### src/rtl/sound_frame_sequencer.sv
// Frame sequencer for the sound unit: divides I_CLK down to 512 Hz steps
// and emits the 256/128/64 Hz length, sweep and envelope ticks.
module sound_frame_sequencer #(
   parameter int unsigned CLKS_PER_STEP = 64453
) (
   input  logic       I_CLK,
   input  logic       I_RESET_L,
   input  logic       I_MASTER_EN,
   input  logic       I_STEP_FORCE,
   output logic       O_LEN_TICK,
   output logic       O_SWEEP_TICK,
   output logic       O_ENV_TICK,
   output logic [2:0] O_STEP
);

   typedef enum logic {IDLE, RUN} state_t;

   localparam logic [19:0] DIV_LAST = 20'(CLKS_PER_STEP - 1);

   state_t      state;
   logic [19:0] divider;
   logic        step_event;

   // A forced step and a natural wrap collapse into one event.
   assign step_event = (state == RUN) && I_MASTER_EN &&
                       (I_STEP_FORCE || (divider == DIV_LAST));

   always_ff @(posedge I_CLK or negedge I_RESET_L) begin
      if (!I_RESET_L) begin
         state        <= IDLE;
         divider      <= '0;
         O_STEP       <= '0;
         O_LEN_TICK   <= 1'b0;
         O_SWEEP_TICK <= 1'b0;
         O_ENV_TICK   <= 1'b0;
      end else begin
         O_LEN_TICK   <= 1'b0;
         O_SWEEP_TICK <= 1'b0;
         O_ENV_TICK   <= 1'b0;
         case (state)
            IDLE: begin
               divider <= '0;
               O_STEP  <= '0;
               if (I_MASTER_EN) state <= RUN;
            end
            RUN: begin
               if (!I_MASTER_EN) begin
                  state   <= IDLE;
                  divider <= '0;
                  O_STEP  <= '0;
               end else if (step_event) begin
                  divider      <= '0;
                  O_STEP       <= O_STEP + 3'd1;
                  O_LEN_TICK   <= ~O_STEP[0];
                  O_SWEEP_TICK <= (O_STEP[1:0] == 2'd2);
                  O_ENV_TICK   <= (O_STEP == 3'd7);
               end else begin
                  divider <= divider + 20'd1;
               end
            end
            default: state <= IDLE;
         endcase
      end
   end

endmodule

### config.mk
export PLATFORM = sky130hd
export DESIGN_NAME = sound_frame_sequencer
export DESIGN_NICKNAME = d
export VERILOG_FILES = /design/src/rtl/sound_frame_sequencer.sv
export SDC_FILE = /design/constraint.sdc
export NUM_CORES = 1
export LEC_CHECK = 0
export CAP_MARGIN = 40
export CORE_MARGIN = 2
export CORE_UTILIZATION = 40
export CTS_CLUSTER_DIAMETER = 150
export CTS_CLUSTER_SIZE = 40
export DETAILED_ROUTE_END_ITERATION = 6
export PLACE_DENSITY_LB_ADDON = 0.3
export SYNTH_ARGS = -nofsm -noshare
export SYNTH_HDL_FRONTEND = slang
export SYNTH_SLANG_ARGS = --single-unit
### constraint.sdc
create_clock -name I_CLK -period 1.85 [get_ports I_CLK]
set_clock_uncertainty 0.05 [all_clocks]
set_input_delay 0.185 -clock I_CLK [delete_from_list [all_inputs] [get_ports I_CLK]]
set_output_delay 0.185 -clock I_CLK [all_outputs]
set_load 0.02 [all_outputs]
After elaboration in Yosys (flattened, before gate mapping)
Index checks and enable logic that the tools add are counted.
{"block": "word_totals", "ff_bits": 27, "in_bits": 4, "out_inout_bits": 6, "word_cells": 33}
{"block": "classes", "addsub": 2, "n_eq_ne": 4, "n_mux": 16, "n_bitwise": 2, "reduce_logical": 3}
{"op": "$mux 20", "count": 2}
{"op": "$pmux 20 s2", "count": 1}
{"op": "$add 20x1->20 const B", "count": 1}
{"op": "$eq 20x16->1 const B", "count": 1}
{"op": "$mux 1", "count": 10}
{"op": "$mux 3", "count": 2}
{"op": "$pmux 3 s2", "count": 1}
{"op": "$add 3x1->3 const B", "count": 1}
{"op": "$eq 3x3->1 const B", "count": 1}
{"op": "$ne 3x2->1 const B", "count": 1}
{"op": "$eq 2x2->1 const B", "count": 1}
{"op": "$logic_and 1x1->1", "count": 2}
{"op": "$not 1->1", "count": 2}
{"op": "$logic_or 1x1->1", "count": 1}

Depth between registers and ports, before layout
{"block": "depth", "word_depth": 6, "depth_mapped": 8, "mapped_depth_nobuf": 6}

Worst setup path before layout
No wires, ideal clock.
{"block": "synth_path", "path_kind": "reg2reg", "start": "register divider[0]", "end": "register divider[15]", "setup_ps": 72, "arrival_time_ps": 1614, "t_required_ps": 1728, "slack_ps": 114, "path_stages_with_launch": 9, "path_buffers": 2, "path_cell_list": "dfrtp_1 -> inv_1 -> ha_1 -> nor4b_1 -> and4_1 -> a311o_1 -> buf_6 -> buf_8 -> nor2_1"}
{"block": "synth_between", "elab_chain_cells": 6, "elab_cells_between_ends": 7, "cone_classes": "1 x add/sub; 1 x eq/ne; 3 x mux; 2 x reduce/logical"}
{"element": "from (decl)", "line": "21", "text": "logic [19:0] divider;"}
{"element": "from (signal assigned)", "line": "58", "text": "divider <= divider + 20'd1;"}
{"element": "branches (longest 3 deep; another with $add 20x1->20)"}
{"element": "$mux 20 (*)", "line": "51", "text": "end else if (step_event) begin"}
{"element": "$mux 20 (*)", "line": "47", "text": "if (!I_MASTER_EN) begin"}
{"element": "$pmux 20 s2 (*)", "line": "40", "text": "case (state)"}
Mark *: on every way between the ends.
A chain may end at the register's enable or synchronous reset.

Worst setup path after layout
{"block": "layout_path", "start": "register divider[11]", "end": "register divider[3]"}
{"block": "layout_between", "elab_chain_cells": 6}
{"element": "$eq 20x16->1", "line": "26", "text": "(I_STEP_FORCE || (divider == DIV_LAST));"}
{"element": "$logic_or 1x1->1", "line": "26"}
{"element": "$logic_and 1x1->1", "line": "25", "text": "assign step_event = (state == RUN) && I_MASTER_EN &&"}
{"element": "$mux 20", "line": "51"}
{"element": "$mux 20", "line": "47"}
{"element": "$pmux 20 s2", "line": "40"}
No other way between the ends.

==> impl_metrics.env <==
export IMPL_status="complete, no violations"
export IMPL_synth_cells=135
export IMPL_seq_area_frac_synth=0.491
export IMPL_syn_nets=144
export IMPL_wl_per_cell_um=13.1
export IMPL_insertedDiodeCount=0
export IMPL_slew_violations=0
export IMPL_cts_tree="done"
export IMPL_dpl_hpwl_mm=1.85
export IMPL_maxCapViolations=0
export IMPL_drive_gt1_frac=0.133
export IMPL_hold_viol=0
export IMPL_nNetsFinal=160
export IMPL_crit_type="reg -> reg"
export IMPL_antenna_found_initial=0
export IMPL_slew_headroom=0.768
export IMPL_overflow=0
export IMPL_cts_sinks=27
export IMPL_critPathMaxStageDelay_ns=0.48
export IMPL_crit_chain="and4_1 -> and2_1 -> a311o_1 -> buf_4 -> nor2_2"
export IMPL_synth_area_per_cell_um2=10.2
export IMPL_worst_setup_path_start_kind="register"
export IMPL_max_freq_mhz=579
export IMPL_r2r_slack_ns=0.12
export IMPL_synthArstFlopShare=1.00
export IMPL_power_density_nw_per_um2=576
export IMPL_r2r_end="divider[3]"
export IMPL_dr_wl_met2_mm=1.26
export IMPL_num_rows=21
export IMPL_tightest_slew_ns=0.347
export IMPL_synth_top_area_frac=0.491
export IMPL_wl_met1_mm=1.23
export IMPL_numCtsBuffers=3
export IMPL_synth_cell_types=30
export IMPL_critPathSlowestCell="dfrtp_1"
export IMPL_min_period_ns=1.73
export IMPL_period_share=0.934
export IMPL_r2r_start="divider[11]"
export IMPL_start_util=0.415
export IMPL_htree_levels=1
export IMPL_path_buf_inv=1
export IMPL_synth_flop_cell="dfrtp_1"
export IMPL_vias=985
export IMPL_io_buffers=9
export IMPL_ys_ff_latch=27
export IMPL_cts_setup_buffers=0
export IMPL_setup_viol=0
export IMPL_routed_wl_mm=2.57
export IMPL_ant_nets=0
export IMPL_fin_tns_setup_ns=0
export IMPL_rr_worst_depth=5
export IMPL_dr_pass1_iters=4
export IMPL_maxUsedRoutingLayer="met4"
export IMPL_clk_path_buf_depth=2
export IMPL_cp_endpoint="divider[3]"
export IMPL_cp_top_family="simple AND/OR/NAND/NOR gates"
export IMPL_cts_clk_slew_worst_paths_ns=0.14
export IMPL_ios=10
export IMPL_holdBufCountCts=0
export IMPL_routed_wl_met3_um=42
export IMPL_die_h_um=62.6
export IMPL_grt_pass1_wl_mm=4.71
export IMPL_grt_max_degree=28
export IMPL_root_buffer="clkbuf_4"
export IMPL_die_area_um2=3920
export IMPL_netlist_top_cells_area="dfrtp_1 (49%), xnor2_1 (6.4%), nor2_1 (4.6%)"
export IMPL_detail_route_iter0_violations=83
export IMPL_gp_congestion=0.765
export IMPL_synth_top_cell_by_area="dfrtp_1"
export IMPL_ys_warn_count=0
export IMPL_worstPathMaxFanout=9
export IMPL_syn2layout_area_growth_pct=15.2
export IMPL_syn_area_um2=1380
export IMPL_leakagePower_nw=0.620
export IMPL_ir_worst_vdd_mv=0.217
export IMPL_cp_depth=5
export IMPL_clk_latency_ns=0.32
export IMPL_startpoint="divider[11]"
export IMPL_yosys_cell_count_top_type="dfrtp_1"
export IMPL_viasPerCell=5.03
export IMPL_final_cell_area_um2=1580
export IMPL_synth_common_cells="dfrtp_1 (27), nor2_1 (17), nand2_1 (13), xnor2_1 (10)"
export IMPL_min_path_type="in -> async"
export IMPL_drc=0
export IMPL_grt_usage=0.149
export IMPL_arrival_ns=1.95
export IMPL_die_x_um=62.6
export IMPL_synth_edff_count=0
export IMPL_postPlaceCellArea_um2=1530
export IMPL_critical_path_required_ns=2.07
export IMPL_endpoint_kind="register"
export IMPL_core_area_um2=3310
export IMPL_rsz0062_at_grt="false"
export IMPL_grt_pass1_vias=1054
==> worst reg2reg max path, delay by kind of cell (launching register included) <==
family,cells,cell delay [ns]
flops,1,0.48
compound gates,1,0.39
buf+inv,1,0.18
simple gates,3,0.57
==> where the power goes <==
group | leakage (nW) | total [mW] | internal (mW) | switching (mW)
Combinational | 0.232 | 0.0565 | 0.0230 | 0.0335
Sequential | 0.373 | 0.598 | 0.595 | 0.00356
Clock | 0.0150 | 0.257 | 0.0844 | 0.173
==> placed cells by master, fill, tap and decap left out, types with 2 or more instances in the layout <==
master and instances:
dfrtp_1 27, nor2_1 15, nand2_1 13, xnor2_1 10, clkdlybuf4s50_1 9, nand4_1 6
inv_1 5, and4_1 5, ha_1 5, buf_4 5, o21ai_0 4, a21oi_1 4
and2_1 3, and3_1 3, or3_1 3, nand3_1 3, nor3_1 3, clkbuf_4 3
nor4_1 2, a21oi_2 2, nand3b_1 2, nor2_2 2, xor2_1 2, mux2i_1 2
==> flip-flops by register name (all words and copies together), names as in the netlist <==
register      flops
O_ENV_TICK        1
O_LEN_TICK        1
O_STEP            3
O_SWEEP_TICK      1
divider          20
state             1
==> layout make-up <==
cell class / count / area [µm²]
well taps: 46 / 57.6
inverters: 5 / 18.8
repair buffers: 15 / 139
multi-input cells: 99 / 667
flip-flops and latches: 27 / 676
fillers: 332 / 1730
clock buffers: 4 / 26.3
==> worst min path at each step <==
stage	slack, ns	to	cells after the start
finish	0.16	divider[11]	2
floorplan	-0.16	O_ENV_TICK	0
global placement	0.42	divider[0]	1
global route	0.18	divider[11]	2
detailed placement	0.44	divider[0]	1
CTS	0.17	divider[13]	2
==> kinds of logic after synthesis <==
group           count (synthesis)  share of synthesized area
flops                          27                      0.491
fa+ha+maj                       5                     0.0455
buf+inv                         9                     0.0437
compound gates                 14                     0.0664
xor+xnor                       12                     0.0764
mux                             3                     0.0218
simple gates                   65                      0.255
==> metrics by stage <==
step                      setup slack, ns  power [mW]   util  instances  hold slack (ns)
final                               0.122       0.912  0.478        196            0.160
after floorplan                     0.114       0.634      -        135           -0.161
after CTS                          0.0155       0.920  0.469        196            0.167
after detailed placement           0.0500       0.664  0.461        192            0.437
after global routing              0.00109       0.950  0.478        196            0.185
after global placement              0.141       0.662  0.461        192            0.417
==> what timing repair did <==
item / in CTS / in global routing
hold endpoints to repair: 0 / 0
gates resized for setup: 0 / 8
endpoints found under the setup margin: 0 / 23
==> layer usage <==
metal / global-route usage / up-vias
li1: - / 499
met1: 0.194 / 478
met2: 0.251 / 4
met3: 0.0234 / 4
met4: 0.0500 / 0
met5: 0 / -
No activity file was read; power rests on OpenSTA's default activity.
